## src/rtl/alu_issue_stage.sv

```systemverilog
// rtl/alu_issue_stage.sv - decode-to-execute register producing the ALU operand/opcode bundle
// Decodes a MIPS instruction word into op code, operands and destination, held behind valid/ready.

module alu_issue_stage #(
    parameter int         WIDTH            = 32,
    parameter logic [5:0] REGIMM_BGEZ_CODE = 6'h3E
) (
    input  logic             clk,
    input  logic             reset,
    input  logic             w_flush_1,
    input  logic             w_in_valid_1,
    output logic             w_in_ready_1,
    input  logic [31:0]      w_instr_32,
    input  logic [WIDTH-1:0] w_rs_data_x,
    input  logic [WIDTH-1:0] w_rt_data_x,
    output logic             w_out_valid_1,
    input  logic             w_out_ready_1,
    output logic [5:0]       w_op_code_6,
    output logic [WIDTH-1:0] w_input1_x,
    output logic [WIDTH-1:0] w_input2_x,
    output logic [4:0]       w_dest_reg_5,
    output logic             w_reg_write_1,
    output logic             w_illegal_1
);

    localparam logic [5:0] OP_SPECIAL = 6'h00;
    localparam logic [5:0] OP_REGIMM  = 6'h01;
    localparam logic [5:0] OP_BEQ     = 6'h04;
    localparam logic [5:0] OP_BNE     = 6'h05;
    localparam logic [5:0] OP_BLEZ    = 6'h06;
    localparam logic [5:0] OP_BGTZ    = 6'h07;
    localparam logic [5:0] OP_ADDI    = 6'h08;
    localparam logic [5:0] OP_ADDIU   = 6'h09;
    localparam logic [5:0] OP_SLTI    = 6'h0A;
    localparam logic [5:0] OP_SLTIU   = 6'h0B;
    localparam logic [5:0] OP_ANDI    = 6'h0C;
    localparam logic [5:0] OP_ORI     = 6'h0D;
    localparam logic [5:0] OP_XORI    = 6'h0E;
    localparam logic [5:0] OP_LUI     = 6'h0F;
    localparam logic [5:0] OP_LB      = 6'h20;
    localparam logic [5:0] OP_LW      = 6'h23;
    localparam logic [5:0] OP_LBU     = 6'h24;
    localparam logic [5:0] OP_SB      = 6'h28;
    localparam logic [5:0] OP_SW      = 6'h2B;

    logic [5:0]  op;
    logic [4:0]  rt;
    logic [4:0]  rd;
    logic [4:0]  shamt;
    logic [5:0]  funct;
    logic [15:0] imm;

    assign op    = w_instr_32[31:26];
    assign rt    = w_instr_32[20:16];
    assign rd    = w_instr_32[15:11];
    assign shamt = w_instr_32[10:6];
    assign funct = w_instr_32[5:0];
    assign imm   = w_instr_32[15:0];

    // The rs index is never needed here: its value arrives already read as w_rs_data_x.
    logic unused_rs_field;
    assign unused_rs_field = ^w_instr_32[25:21];

    logic [WIDTH-1:0] imm_sext;
    logic [WIDTH-1:0] imm_zext;
    logic [WIDTH-1:0] imm_upper;

    assign imm_sext  = WIDTH'($signed(imm));
    assign imm_zext  = WIDTH'(imm);
    assign imm_upper = WIDTH'({imm, 16'h0000});

    logic [5:0]       d_op_code;
    logic [WIDTH-1:0] d_input1;
    logic [WIDTH-1:0] d_input2;
    logic [4:0]       d_dest;
    logic             d_reg_write;
    logic             d_illegal;

    always_comb begin
        d_op_code   = op;
        d_input1    = '0;
        d_input2    = '0;
        d_dest      = 5'd0;
        d_reg_write = 1'b0;
        d_illegal   = 1'b0;
        case (op)
            OP_SPECIAL: begin
                d_op_code   = funct;
                d_dest      = rd;
                d_reg_write = 1'b1;
                case (funct)
                    6'h00, 6'h02, 6'h03: begin
                        d_input1 = w_rt_data_x;
                        d_input2 = WIDTH'(shamt);
                    end
                    6'h04, 6'h06, 6'h07: begin
                        d_input1 = w_rt_data_x;
                        d_input2 = WIDTH'(w_rs_data_x[4:0]);
                    end
                    6'h18, 6'h19, 6'h1A, 6'h1B,
                    6'h20, 6'h21, 6'h22, 6'h23,
                    6'h24, 6'h25, 6'h26, 6'h27,
                    6'h2A, 6'h2B: begin
                        d_input1 = w_rs_data_x;
                        d_input2 = w_rt_data_x;
                    end
                    default: d_illegal = 1'b1;
                endcase
            end
            OP_REGIMM: begin
                d_input1 = w_rs_data_x;
                if (rt == 5'd0) begin
                    d_op_code = 6'h01;
                end else if (rt == 5'd1) begin
                    d_op_code = REGIMM_BGEZ_CODE;
                end else begin
                    d_illegal = 1'b1;
                end
            end
            OP_BEQ, OP_BNE: begin
                d_input1 = w_rs_data_x;
                d_input2 = w_rt_data_x;
            end
            OP_BLEZ, OP_BGTZ: begin
                d_input1 = w_rs_data_x;
            end
            OP_ADDI, OP_ADDIU, OP_SLTI, OP_SLTIU,
            OP_LB, OP_LW, OP_LBU: begin
                d_input1    = w_rs_data_x;
                d_input2    = imm_sext;
                d_dest      = rt;
                d_reg_write = 1'b1;
            end
            OP_ANDI, OP_ORI, OP_XORI: begin
                d_input1    = w_rs_data_x;
                d_input2    = imm_zext;
                d_dest      = rt;
                d_reg_write = 1'b1;
            end
            OP_LUI: begin
                d_input2    = imm_upper;
                d_dest      = rt;
                d_reg_write = 1'b1;
            end
            OP_SB, OP_SW: begin
                d_input1 = w_rs_data_x;
                d_input2 = imm_sext;
            end
            default: d_illegal = 1'b1;
        endcase

        // Illegal encodings still travel down the pipe, but must never touch state.
        if (d_illegal) begin
            d_input1    = '0;
            d_input2    = '0;
            d_dest      = 5'd0;
            d_reg_write = 1'b0;
        end
        if (d_dest == 5'd0) begin
            d_reg_write = 1'b0;
        end
    end

    logic capture;

    assign w_in_ready_1 = !w_flush_1 && (!w_out_valid_1 || w_out_ready_1);
    assign capture      = w_in_valid_1 && w_in_ready_1;

    always_ff @(posedge clk) begin
        if (reset) begin
            w_out_valid_1 <= 1'b0;
            w_op_code_6   <= 6'd0;
            w_input1_x    <= '0;
            w_input2_x    <= '0;
            w_dest_reg_5  <= 5'd0;
            w_reg_write_1 <= 1'b0;
            w_illegal_1   <= 1'b0;
        end else if (w_flush_1) begin
            w_out_valid_1 <= 1'b0;
        end else if (capture) begin
            w_out_valid_1 <= 1'b1;
            w_op_code_6   <= d_op_code;
            w_input1_x    <= d_input1;
            w_input2_x    <= d_input2;
            w_dest_reg_5  <= d_dest;
            w_reg_write_1 <= d_reg_write;
            w_illegal_1   <= d_illegal;
        end else if (w_out_valid_1 && w_out_ready_1) begin
            w_out_valid_1 <= 1'b0;
        end
    end

endmodule
```

## config.mk

```make
export PLATFORM = sky130hd
export DESIGN_NAME = alu_issue_stage
export DESIGN_NICKNAME = d
export VERILOG_FILES = /design/src/rtl/alu_issue_stage.sv
export SDC_FILE = /design/constraint.sdc
export NUM_CORES = 1
export LEC_CHECK = 0
export ABC_CLOCK_PERIOD_IN_PS = 7200
export BUFFER_PORTS_ARGS = -buffer_cell sky130_fd_sc_hd__buf_4
export CAP_MARGIN = 20
export CORE_ASPECT_RATIO = 1.25
export CORE_MARGIN = 3
export CORE_UTILIZATION = 32
export CTS_BUF_LIST = sky130_fd_sc_hd__clkbuf_4 sky130_fd_sc_hd__clkbuf_8 sky130_fd_sc_hd__clkbuf_16
export DETAILED_ROUTE_END_ITERATION = 10
export PLACE_DENSITY = 0.67
export SLEW_MARGIN = 5
export SYNTH_ARGS = -nofsm -noshare
export SYNTH_HDL_FRONTEND = slang
export SYNTH_SLANG_ARGS = --single-unit
```

## constraint.sdc

```tcl
create_clock -name clk -period 7.2 [get_ports clk]
set_input_delay 1.44 -clock clk [delete_from_list [all_inputs] [get_ports clk]]
set_output_delay 1.44 -clock clk [all_outputs]
set_load 0.005 [all_outputs]
```

### Yosys cells after proc, flatten, opt, wreduce, memory -nomap -nowiden

Index checks and enable logic that the tools add are counted.

| word-level totals | value |
|---|---|
| register bits after elaboration | 78 |
| input port bits | 101 |
| output and inout port bits | 79 |
| word-level logic and storage cells | 91 |

| operators by class | value |
|---|---|
| equal/unequal tests | 38 |
| mux-type cells | 20 |
| bitwise logic cells | 1 |
| reductions and logical operators | 25 |

Operators with widths:

| cell | number |
|---|---|
| 32-bit one-hot mux with 5 select lines | 1 |
| 32-bit one-hot mux with 2 select lines | 2 |
| 32-bit one-hot mux with 3 select lines | 1 |
| 6-bit == test (second input constant) | 15 |
| 32-bit two-way mux | 2 |
| 6-bit by 4-bit == test with 1-bit output (second input constant) | 8 |
| 6-bit by 3-bit == test with 1-bit output (second input constant) | 7 |
| 17-bit OR reduction | 2 |
| 6-bit by 5-bit == test with 1-bit output (second input constant) | 4 |
| 20-bit OR reduction | 1 |
| 14-bit OR reduction | 1 |
| 6-bit by 2-bit == test with 1-bit output (second input constant) | 2 |
| 6-bit zero test | 2 |
| 6-bit two-way mux | 2 |
| 6-bit one-hot mux with 2 select lines | 1 |
| 12-bit OR reduction | 1 |
| 11-bit OR reduction | 1 |
| 5-bit zero test | 2 |
| 5-bit one-hot mux with 2 select lines | 1 |
| 3-bit OR reduction | 3 |
| 9-bit OR reduction | 1 |
| 1-bit two-way mux | 8 |
| 6-bit by 1-bit == test with 1-bit output (second input constant) | 1 |
| 6-bit OR reduction | 1 |
| 10 further kinds | 14 |

### Depth between registers and ports, before layout

Gate-level depths: netlist of run 1.

| depth | value |
|---|---|
| word-level depth | 7 |
| gate-level depth with buffers | 9 |
| gate-level depth less buffers | 6 |

### Least setup slack after synthesis of run 1

OpenSTA, ideal clock, no wires.

| path | value |
|---|---|
| path kind | input-to-reg |
| start point | input w_instr_32[20] |
| end point | register w_input2_x[16] |
| library setup time | 69 ps |
| arrival time | 3310 ps |
| data required time | 7131 ps |
| path slack | 3820 ps |
| stages | 6 |
| cell sequence | or4_4 a211o_1 a2111o_1 a311o_1 buf_6 o21ai_2 |

| between the ends | value |
|---|---|
| word-level cells in the longest chain between the ends | 5 |

Ends and longest elaborated chain:

| element | RTL line | text |
|---|---|---|
| start: declaration | 13 | `input logic [31:0] w_instr_32,` |
| 5-bit by 1-bit == test with 1-bit output | 114 | `end else if (rt == 5'd1) begin` |
| 1-bit two-way mux | 114 |  |
| 1-bit two-way mux (*) | 112 | `if (rt == 5'd0) begin` |
| 1-bit one-hot mux with 3 select lines (*) | 86 | `case (op)` |
| 32-bit two-way mux (*) | 153 | `if (d_illegal) begin` |
| end signal: assignment | 184 | `w_input2_x <= d_input2;` |
| end: declaration | 20 | `output logic [WIDTH-1:0] w_input2_x,` |

Mark *: on every way between the ends. The rest lies on a longest branch, timed or not.
A chain may end at the register's enable or synchronous reset.

### Worst setup path in the final report of run 1

| path | value |
|---|---|
| start point | input w_instr_32[31] |
| end point | register w_input2_x[0] |

| between the ends | value |
|---|---|
| word-level cells in the longest chain between the ends | 4 |

Ends and longest elaborated chain:

| element | RTL line |
|---|---|
| 6-bit == test (tied with other cells) | 86 |
| 17-bit OR reduction (no source line) (tied with other cells) | - |
| 1-bit one-hot mux with 3 select lines / 32-bit one-hot mux with 5 select lines (equally long branches) | 86 |
| 32-bit two-way mux (*) | 153 |

Marked as above.

==> Flow_metrics.wiki, run 1 <==
{| class="wikitable"
! Metric !! Value
|-
| Endpoint type of the worst setup path || register
|-
| Largest area contributor in the synthesized netlist || dfxtp_1
|-
| Number of primary I/O pins || 180
|-
| Root Buffer Master || clkbuf_16
|-
| Post-synthesis area per instance || 8.55 sq um
|-
| Area occupied by multi-input gates || 1910 sq um
|-
| Reg-to-reg setup timing slack || 4.73 ns
|-
| Pre-Repair DR Iteration Count || 5
|-
| Setup TNS Final || 0 ns
|-
| Post-synth EDFFs || 0
|-
| Vias post-DR || 3,894
|-
| Worst Tran Pin Value || 1.09 ns
|-
| Beginning of the worst hold path || w_input1_x[16]
|-
| Total power divided by cell area || 198 nW/um^2
|-
| Chip Height || 125 um
|-
| Largest fanout of any net on the critical path || 38
|-
| Worst hold endpoint || w_input1_x[16]
|-
| Post-Layout Cell Count || 715
|-
| Worst slew slack as a fraction of its limit || 0.273
|-
| Post-placement setup slack || 2.67 ns
|-
| Share of Yosys cell area claimed by the top area cell type || 0.433
|-
| Total standard cell area after synthesis || 3610 sq um
|-
| Start-to-end type of the worst setup path || input pin to register
|-
| Final number of setup-violating endpoints || 0
|-
| Period Utilization, post-route || 0.579
|-
| Data arrival time of the worst path || 4.35 ns
|-
| Largest cells by area after synthesis || dfxtp_1 43%, a22oi_1 10%, nand2_1 7.7%, o21ai_2 7.3%, o21ai_0 6.1%
|-
| Count of clock tree sinks || 78
|-
| Mean routed wirelength per cell || 18.6 um
|-
| Area growth syn-to-layout || 47.9%
|-
| Count of different cell masters after synthesis || 41
|-
| Unrepaired setup endpoints after global routing || no
|-
| Count of nets left with antenna violations after detail routing || 0
|-
| DP HPWL || 9.94 mm
|-
| Switching share of power || 0.234
|-
| GRT Util Overall || 0.201
|-
| Logic depth of the worst register-to-register path || 7
|-
| Worst reg2reg path endpoint || w_input2_x[0]
|-
| Critical path required time || 7.38 ns
|-
| Combinational share of power || 0.129
|-
| Placement Rows || 42
|-
| Cells after synthesis || 422
|-
| Share of post-route cells with drive strength above 1 || 0.412
|-
| Clock share of power || 0.457
|-
| Total clock buffers created by CTS || 9
|-
| Number of placed cells counting well taps || 699
|-
| LEAKAGE || 2.20 nW
|-
| Initial Utilization || 0.333
|-
| Port Buf Inserts || 174
|-
| Insertion delay of the later-clocked pin in the worst-skew pair || 0.33 ns
|-
| Number of DRC markers in iteration 0 || 273
|-
| Filler Cells Inserted || 1,069
|-
| P_sw || 0.248 mW
|-
| Warnings from Yosys || 0
|-
| Wire length of the first global-routing pass || 19.8 mm
|-
| Post-CTS repair timing setup buffer count || 0
|-
| Sequential cell area || 1560 sq um
|-
| Number of buffers between clock root and the deepest sink || 2
|-
| Internal Power || 0.812 mW
|-
| Fraction of registers with async set or reset after synthesis || 0
|-
| Crit path time final || 4.17 ns
|-
| Core Footprint || 10,800 sq um
|-
| Maximum number of pins on one net before global-route repair || 59
|-
| Worst r2r src || w_out_valid_1
|-
| Placer's final routability congestion estimate || 0.835
|-
| Via count of the first global-routing pass || 3,647
|-
| Count of hold-fix buffers inserted at cts || 0
|-
| Most numerous cell types in the synthesized netlist || 78 x dfxtp_1, 74 x nand2_1, 48 x a22oi_1
|-
| Sequential fraction of the synthesis area || 0.433
|-
| Residual DRC count || 0
|-
| Post-synthesis register bit count || 78
|-
| Diode insertion count for antenna repair || 0
|-
| Peak Freq || 240 MHz
|-
| Horizontal die dimension || 101 um
|-
| Total grt overflow || 0
|-
| Sequential cell fraction of total power || 0.415
|-
| Worst IR Drop VDD || 0.0000842 V
|-
| Area of the die || 12,600 sq um
|-
| Final worst slack || 3.03 ns
|-
| Net count of the mapped netlist || 523
|-
| Most frequent cell after synthesis || dfxtp_1
|-
| Avg Vias per Cell || 5.45
|-
| Path category of the worst min-delay check || register to register
|-
| Final nets || 679
|-
| TritonCTS clock tree || done
|-
| Setup skew after layout || 0.00380 ns
|-
| Result of the run || finished clean
|-
| Pins over their slew limit || 0
|-
| # resized after CTS || 0
|-
| Final Routed Wirelength || 13.3 mm
|-
| CTS clk-pin slew, worst paths || 0.06 ns
|-
| Most frequently used flop master after synthesis || dfxtp_1
|-
| Number of antenna violations at the first check in global routing || 0
|-
| Critical Path Start Type || input pin
|-
| Final hold violation count || 0
|-
| Hold Path Cell Cnt || 2
|-
| Reported max-cap violation count || 0
|-
| CTS H-tree lvls || 3
|}
==> layout make-up <==
cell class	instances	share of cell area
Clock buffer	14	0.0539
Timing Repair Buffer	181	0.255
Tap cell	132	0.0309
Inverter	4	0.00281
Clock inverter	2	0.00703
Sequential cell	78	0.293
Multi-Input combinational cell	304	0.358
==> through the flow <==
stage                     area [sq um]  utilization  hold slack [ns]  power (mW)
after global routing              5340        0.493            0.478        1.10
after detailed placement          5010        0.463            0.443       0.585
final                             5340        0.493            0.452        1.06
after global placement            5010        0.463            0.437       0.584
after CTS                         5340        0.493            0.457        1.06
after floorplan                   3610            -            0.449       0.507
==> layout by cell type, fill, tap and decap left out, drive strengths merged, types with 3 or more instances in the layout <==
| cell type | count |
|---|---|
| a211o | 3 |
| a211oi | 6 |
| a21o | 3 |
| a21oi | 12 |
| a221oi | 15 |
| a222oi | 3 |
| a22oi | 48 |
| a31oi | 5 |
| and3 | 3 |
| buf | 181 |
| clkbuf | 14 |
| dfxtp | 78 |
| inv | 4 |
| mux2 | 5 |
| nand2 | 74 |
| nand3 | 6 |
| nor2 | 19 |
| nor2b | 4 |
| nor3 | 3 |
| o21ai | 75 |
==> state kept, by name, indices dropped and copies added, names as in the netlist <==
name,count
w_input2_x,32
w_illegal_1,1
w_dest_reg_5,5
w_op_code_6,6
w_reg_write_1,1
w_input1_x,32
w_out_valid_1,1
==> worst max path at each step <==
stage	slack (ns)	start	endpoint	depth (start not counted)
2_1_floorplan	3.82	w_instr_32[20]	w_input2_x[16]	6
3_3_place_gp	2.72	w_instr_32[31]	w_input2_x[0]	8
3_5_place_dp	2.67	w_instr_32[31]	w_input2_x[31]	8
4_1_cts	3.00	w_instr_32[31]	w_input2_x[31]	8
5_1_grt	2.75	w_instr_32[31]	w_input2_x[31]	8
6_report	3.03	w_instr_32[31]	w_input2_x[0]	8
==> power by group through the flow <==
stage	Combinational (mW)	Sequential, mW	Clock (mW)
detailed placement	0.136	0.449	0
CTS	0.137	0.439	0.488
global placement	0.135	0.449	0
finish	0.137	0.439	0.484
floorplan	0.0586	0.449	0
global route	0.148	0.440	0.509
==> cell families after synthesis <==
group / Yosys count / share of synthesized area
AO/OA/AOI/OAI: 180 / 0.357
XOR/XNOR: 1 / 0.00243
buffers and inverters: 40 / 0.0496
multiplexers: 6 / 0.0184
flip-flops: 78 / 0.433
AND/OR/NAND/NOR: 117 / 0.139
==> worst max-delay path, cell delays in order <==
cell	delay (ns)
buf_4	0.17
nor3_1	0.53
nand3_1	0.36
nor2_1	0.23
a2111o_1	0.15
buf_4	0.35
a311o_2	0.87
o21ai_0	0.21
==> layer usage <==
metal  vias up  share of wire  GRT usage
li1       1878              -          -
met1      1818           0.39      0.249
met2       173           0.51      0.332
met3        25          0.077     0.0471
met4         0          0.030     0.0798
met5         -              0          0
(Power assumes the default switching activity.)
==> inputs of run 2 (changes only) <==
Settings changed: ABC_AREA set to 1, ABC_CLOCK_PERIOD_IN_PS 7200 to 3300, PLACE_DENSITY 0.67 to 0.66.
Clock period 7.2 ns to 3.3 ns, I/O delays scaled along.
==> Flow_metrics.wiki, run 2 <==
{| class="wikitable"
! Metric !! Value
|-
| CP cell instances || buf_4 > nand2_1 > nand2_2 > nand2_2 > nand2_1 > nor3_1 > nand2_2 > nand2_1 > nand2_1 > nand2_2 > a21oi_2
|-
| Vias post-DR || 5,259
|-
| Most frequent cell after synthesis || nand2_1
|-
| Root Buffer Master || clkbuf_16
|-
| Cells after synthesis || 749
|-
| GRT Util Overall || 0.198
|-
| Final number of setup-violating endpoints || 0
|-
| Pre-Repair DR Iteration Count || 6
|-
| Number of DRC markers in iteration 0 || 434
|-
| CTS clk-pin slew, worst paths || 0.06 ns
|-
| Post-synthesis area per instance || 6.32 sq um
|-
| Power consumption || 2.47 mW
|-
| Insertion delay of the later-clocked pin in the worst-skew pair || 0.34 ns
|-
| Commonest non-fill, non-tap cells in the layout || 318 x nand2_1, 183 x buf_4, 78 x dfxtp_1
|-
| Placement Rows || 49
|-
| Result of the run || finished clean
|-
| Path category of the worst min-delay check || register to register
|-
| Most frequently used flop master after synthesis || dfxtp_1
|-
| Final nets || 1,003
|-
| DP HPWL || 12.2 mm
|-
| Count of different cell masters after synthesis || 32
|-
| Most common cell after layout, fill and taps aside || nand2_1
|-
| Total clock buffers created by CTS || 9
|-
| Area of the die || 16,300 sq um
|-
| Count of nets left with antenna violations after detail routing || 0
|-
| Critical path required time || 3.50 ns
|-
| Adder-cell share of the synthesized area || 0
|-
| Synth Area in Compound Gates || 0.213
|-
| Data arrival time of the worst path || 2.28 ns
|-
| Sequential fraction of the synthesis area || 0.330
|-
| Post-Route Utilization || 0.443
|-
| Most numerous cell types in the synthesized netlist || 319 x nand2_1, 78 x dfxtp_1, 59 x a21oi_1
|-
| Count of buffer and inverter cells on the critical path || 1
|-
| Mean routed wirelength per cell || 15.4 um
|-
| Diode insertion count for antenna repair || 0
|-
| Library cell contributing the largest single delay on the critical path || nand2_2
|-
| Share of post-route cells with drive strength above 1 || 0.307
|-
| Placer's final routability congestion estimate || 0.871
|-
| Setup TNS Final || 0 ns
|-
| Area share of xor/xnor cells in the synthesized design || 0
|-
| Largest cells by area after synthesis || dfxtp_1 33%, nand2_1 25%, a21oi_1 6.2%, o21ai_0 5.8%, a21oi_2 5.2%
|-
| Worst path max stage delay || 0.44 ns
|-
| Core Footprint || 14,500 sq um
|-
| Total power divided by cell area || 385 nW/um^2
|-
| TritonCTS clock tree || done
|-
| Top Registers || w_input1_x x32, w_input2_x x32, w_op_code_6 x6
|-
| Synthesized-area fraction occupied by and/or/nand/nor cells || 0.347
|-
| Warnings from Yosys || 0
|-
| Post-synth EDFFs || 0
|-
| Largest fanout of any net on the critical path || 32
|-
| Total standard cell area after synthesis || 4740 sq um
|-
| Setup skew after layout || 0.00874 ns
|-
| Crit path time final || 2.08 ns
|-
| Worst IR Drop VDD || 0.000173 V
|-
| Port Buf Inserts || 174
|-
| Initial Utilization || 0.327
|-
| Largest area contributor in the synthesized netlist || dfxtp_1
|-
| Via count of the first global-routing pass || 4,750
|-
| Peak Freq || 480 MHz
|-
| Final Routed Wirelength || 16.7 mm
|-
| Post-CTS repair timing setup buffer count || 0
|-
| Unrepaired setup endpoints after global routing || no
|-
| Delay-heaviest family, CP || simple AND/OR/NAND/NOR gates
|-
| Area occupied by multi-input gates || 2660 sq um
|-
| Worst Tran Pin Value || 0.700 ns
|-
| Wire length of the first global-routing pass || 25.4 mm
|-
| Period Utilization, post-route || 0.631
|-
| Residual DRC count || 0
|-
| Critical Path Start Type || input pin
|-
| Sequential cell area || 1560 sq um
|-
| # resized after CTS || 0
|-
| Final hold violation count || 0
|-
| Number of buffers between clock root and the deepest sink || 2
|-
| Pins over their slew limit || 0
|-
| Filler Cells Inserted || 1,527
|-
| Proportion of synthesized area in mux cells || 0
|-
| LEAKAGE || 2.98 nW
|-
| Share of Yosys cell area claimed by the top area cell type || 0.330
|-
| Avg Vias per Cell || 4.85
|-
| Start-to-end type of the worst setup path || input pin to register
|-
| Reported max-cap violation count || 0
|-
| Number of primary I/O pins || 180
|-
| Dominant combinational cell family by area after synthesis || simple AND/OR/NAND/NOR gates
|-
| Total grt overflow || 0
|-
| Maximum number of pins on one net before global-route repair || 66
|-
| Area growth syn-to-layout || 35.2%
|-
| Net count of the mapped netlist || 850
|-
| Count of clock tree sinks || 78
|-
| Count of hold-fix buffers inserted at cts || 0
|-
| Worst slew slack as a fraction of its limit || 0.533
|-
| Reg-to-reg setup timing slack || 1.60 ns
|-
| CTS H-tree lvls || 3
|-
| Endpoint type of the worst setup path || register
|-
| Post-synthesis register bit count || 78
|-
| Number of antenna violations at the first check in global routing || 0
|-
| Horizontal die dimension || 115 um
|-
| Fraction of registers with async set or reset after synthesis || 0
|-
| Chip Height || 142 um
|}
## run 2: changes by cell type after synthesis, sizes merged, moves of 9 or more
cell | previous run | this run
nand2 | 74 | 345
nand3 | 6 | 18
a22oi | 48 | 0
a221oi | 15 | 0
clkbuf | 28 | 19
inv | 4 | 64
buf | 8 | 23
a21oi | 12 | 87
## run 2: report_power, final
group / internal, mW / switching, mW / leakage [nW] / total, mW
clock network: 0.675 / 0.403 / 0.152 / 1.08
registers: 0.963 / 0.0116 / 0.632 / 0.974
logic: 0.168 / 0.246 / 2.20 / 0.415
total: 1.81 / 0.661 / 2.98 / 2.47
## run 2: worst register-to-register path, stage by stage, from the launching register on
cell      delay [ns]
dfxtp_1         0.32
a21oi_1         0.22
nand2_2         0.11
inv_2           0.30
buf_4           0.33
nand2_1         0.09
o221ai_1        0.17
inv_1           0.06
## run 2: per-stage QoR
step	setup slack (ns)	instance area (sq um)	instances	hold slack, ns
2_1_floorplan	1.43	4740	749	0.462
3_3_place_gp	0.888	6090	1069	0.453
3_5_place_dp	0.860	6090	1069	0.456
4_1_cts	1.22	6400	1084	0.466
5_1_grt	1.06	6400	1084	0.477
6_report	1.22	6400	1084	0.464
## run 2: kinds of logic after synthesis
logic type | after synthesis
AO/OA/AOI/OAI | 173
buffers and inverters | 107
flip-flops | 78
AND/OR/NAND/NOR | 391
## run 2: area by class of cell
cell class | count | share of cell area
clock buffers | 11 | 0.0375
clock inverters | 4 | 0.0113
inverters | 65 | 0.0400
multi-input cells | 564 | 0.415
flip-flops and latches | 78 | 0.244
well taps | 178 | 0.0348
repair buffers | 184 | 0.218
## run 2: path summary, 6_finish.rpt
check / startpoint / end / cells after the start
worst max-delay path: w_instr_32[26] / w_input1_x[22] / 11
worst max register to register: w_out_valid_1 / w_op_code_6[1] / 7
worst min-delay path: w_input2_x[21] / w_input2_x[21] / 2
worst min register to register: w_input2_x[21] / w_input2_x[21] / 2
## run 2: layer usage
| metal | global-route usage | share of wire | vias to the layer above | routed length, um |
|---|---|---|---|---|
| li1 | - | - | 2687 | - |
| met1 | 0.261 | 0.43 | 2374 | 7240 |
| met2 | 0.334 | 0.49 | 179 | 8200 |
| met3 | 0.0319 | 0.061 | 19 | 1020 |
| met4 | 0.0581 | 0.016 | 0 | 264 |
| met5 | 0 | 0 | - | 0 |
==> inputs of run 3 (changes only) <==
Settings changed: ABC_AREA 1 to 0, ABC_CLOCK_PERIOD_IN_PS 3300 to 2000, PLACE_DENSITY 0.66 to 0.67.
Clock period 3.3 ns to 2 ns, I/O delays scaled along.
==> Flow_metrics.wiki, run 3 (synthesis gave the netlist of run 1 again) <==
{| class="wikitable"
! Metric !! Value
|-
| Port Buf Inserts || 174
|-
| Unrepaired setup endpoints after global routing || yes
|-
| CTS clk-pin slew, worst paths || 0.06 ns
|-
| Worst path max stage delay || 0.55 ns
|-
| Area growth syn-to-layout || 62.2%
|-
| Top Registers || w_input1_x x32, w_input2_x x32, w_op_code_6 x6
|-
| DP HPWL || 10.6 mm
|-
| Final nets || 723
|-
| Chip Height || 125 um
|-
| Endpoint type of the worst setup path || register
|-
| TritonCTS clock tree || done
|-
| Period Utilization, post-route || 1.06
|-
| Pre-Repair DR Iteration Count || 5
|-
| Number of antenna violations at the first check in global routing || 0
|-
| Count of buffer and inverter cells on the critical path || 2
|-
| Dpl cell area || 5500 sq um
|-
| Via count of the first global-routing pass || 4,044
|-
| Pins over their slew limit || 0
|-
| Core Footprint || 10,800 sq um
|-
| Worst IR Drop VDD || 0.000450 V
|-
| Final design instance area without fill || 5850 sq um
|-
| Number of placed cells counting well taps || 742
|-
| Number of buffers between clock root and the deepest sink || 2
|-
| Insertion delay of the later-clocked pin in the worst-skew pair || 0.33 ns
|-
| LEAKAGE || 2.47 nW
|-
| Library cell contributing the largest single delay on the critical path || or4_4
|-
| Wire length of the first global-routing pass || 21.0 mm
|-
| GRT Util Overall || 0.213
|-
| Residual DRC count || 0
|-
| Result of the run || finished, violations left
|-
| Horizontal die dimension || 101 um
|-
| Mean routed wirelength per cell || 18.1 um
|-
| Root Buffer Master || clkbuf_16
|-
| Share of post-route cells with drive strength above 1 || 0.458
|-
| Peak Freq || 473 MHz
|-
| CTS H-tree lvls || 3
|-
| Diode insertion count for antenna repair || 0
|-
| Count of clock tree sinks || 78
|-
| Total power divided by cell area || 675 nW/um^2
|-
| Number of primary I/O pins || 180
|-
| Worst Tran Pin Value || 0.484 ns
|-
| Total clock buffers created by CTS || 9
|-
| Delay-heaviest family, CP || compound AO/OA/AOI/OAI gates
|-
| Total grt overflow || 0
|-
| Post-Layout Cell Count || 759
|-
| Initial Utilization || 0.333
|-
| Power consumption || 3.95 mW
|-
| Filler Cells Inserted || 1,018
|-
| Vias post-DR || 4,135
|-
| Placer's final routability congestion estimate || 0.883
|-
| Final number of setup-violating endpoints || 32
|-
| Final worst slack || -0.113 ns
|-
| Crit path time final || 2.11 ns
|-
| Reg-to-reg setup timing slack || 0.18 ns
|-
| Placement Rows || 42
|-
| Path category of the worst min-delay check || input pin to register
|-
| Critical Path Start Type || input pin
|-
| Largest fanout of any net on the critical path || 19
|-
| Post-placement setup slack || -0.485 ns
|-
| Worst slew slack as a fraction of its limit || 0.677
|-
| Post-Route Utilization || 0.541
|-
| Start-to-end type of the worst setup path || input pin to register
|-
| Failing checks || negative setup slack
|-
| Area of the die || 12,600 sq um
|-
| Number of DRC markers in iteration 0 || 226
|-
| Final hold violation count || 0
|-
| CP cell instances || buf_6 > or4_4 > a211o_1 > a2111o_1 > a311o_2 > buf_12 > o21ai_2
|-
| Critical path required time || 2.27 ns
|-
| Data arrival time of the worst path || 2.38 ns
|-
| Setup skew after layout || 0.00638 ns
|-
| Worst hold-check slack || 0.227 ns
|-
| Reported max-cap violation count || 0
|-
| Setup TNS Final || -2.89 ns
|-
| Count of nets left with antenna violations after detail routing || 0
|-
| Commonest non-fill, non-tap cells in the layout || 210 x buf_4, 78 x dfxtp_1, 74 x nand2_1
|-
| Most common cell after layout, fill and taps aside || buf_4
|-
| Maximum number of pins on one net before global-route repair || 39
|-
| Final Routed Wirelength || 13.7 mm
|-
| Avg Vias per Cell || 5.45
|}
run 3: changes by cell type in the layout (fill, tap and decap cells not counted), sizes merged, moves of 5 or more:
cell	change
nand2	-271
a21oi	-75
inv	-59
a22oi	+48
buf	+41
a221oi	+15
nand3	-12
a211oi	+5
mux2	+5
o22ai	-5
run 3: per-layer routing:
layer  track usage  routed length (um)  up-vias
met1         0.235                5030     1958
li1              -                   -     1965
met3        0.0381                 932       28
met5             0                   0        -
met2         0.383                7240      184
met4         0.103                 507        0
run 3: worst register-to-register path, stage by stage, from the launching register on:
cell	delay, ns
dfxtp_1	0.31
nor2b_1	0.13
nor2_1	0.11
nand2_1	0.12
a2111o_1	0.39
a311o_2	0.38
buf_12	0.18
o21ai_2	0.13
run 3: worst paths after layout:
kind                                       from               to  depth (start not counted)
worst min-delay path                  w_flush_1    w_out_valid_1                          2
worst min register to register  w_dest_reg_5[4]  w_dest_reg_5[4]                          2
worst max-delay path             w_instr_32[20]    w_input2_x[8]                          7
worst max register to register    w_out_valid_1    w_input2_x[8]                          7
run 3: power breakdown:
part | switching [mW] | internal [mW]
logic | 0.278 | 0.299
clock network | 0.651 | 1.14
registers | 0.00942 | 1.57
total | 0.939 | 3.01
run 3: layout make-up:
type / instances / area (sq um) / area share
sequential: 78 / 1560 / 0.267
inverter: 4 / 15.0 / 0.00257
clock buffer: 11 / 246 / 0.0421
clock inverter: 5 / 81.3 / 0.0139
multi-input combinational: 304 / 1920 / 0.329
tap: 132 / 165 / 0.0282
timing repair buffer: 225 / 1860 / 0.318
run 3: timing repair:
item	CTS	global route
buffers inserted	0	2
endpoints found under the setup margin	32	35
gates cloned	0	0
resized for setup	4	3
hold buffers	0	0
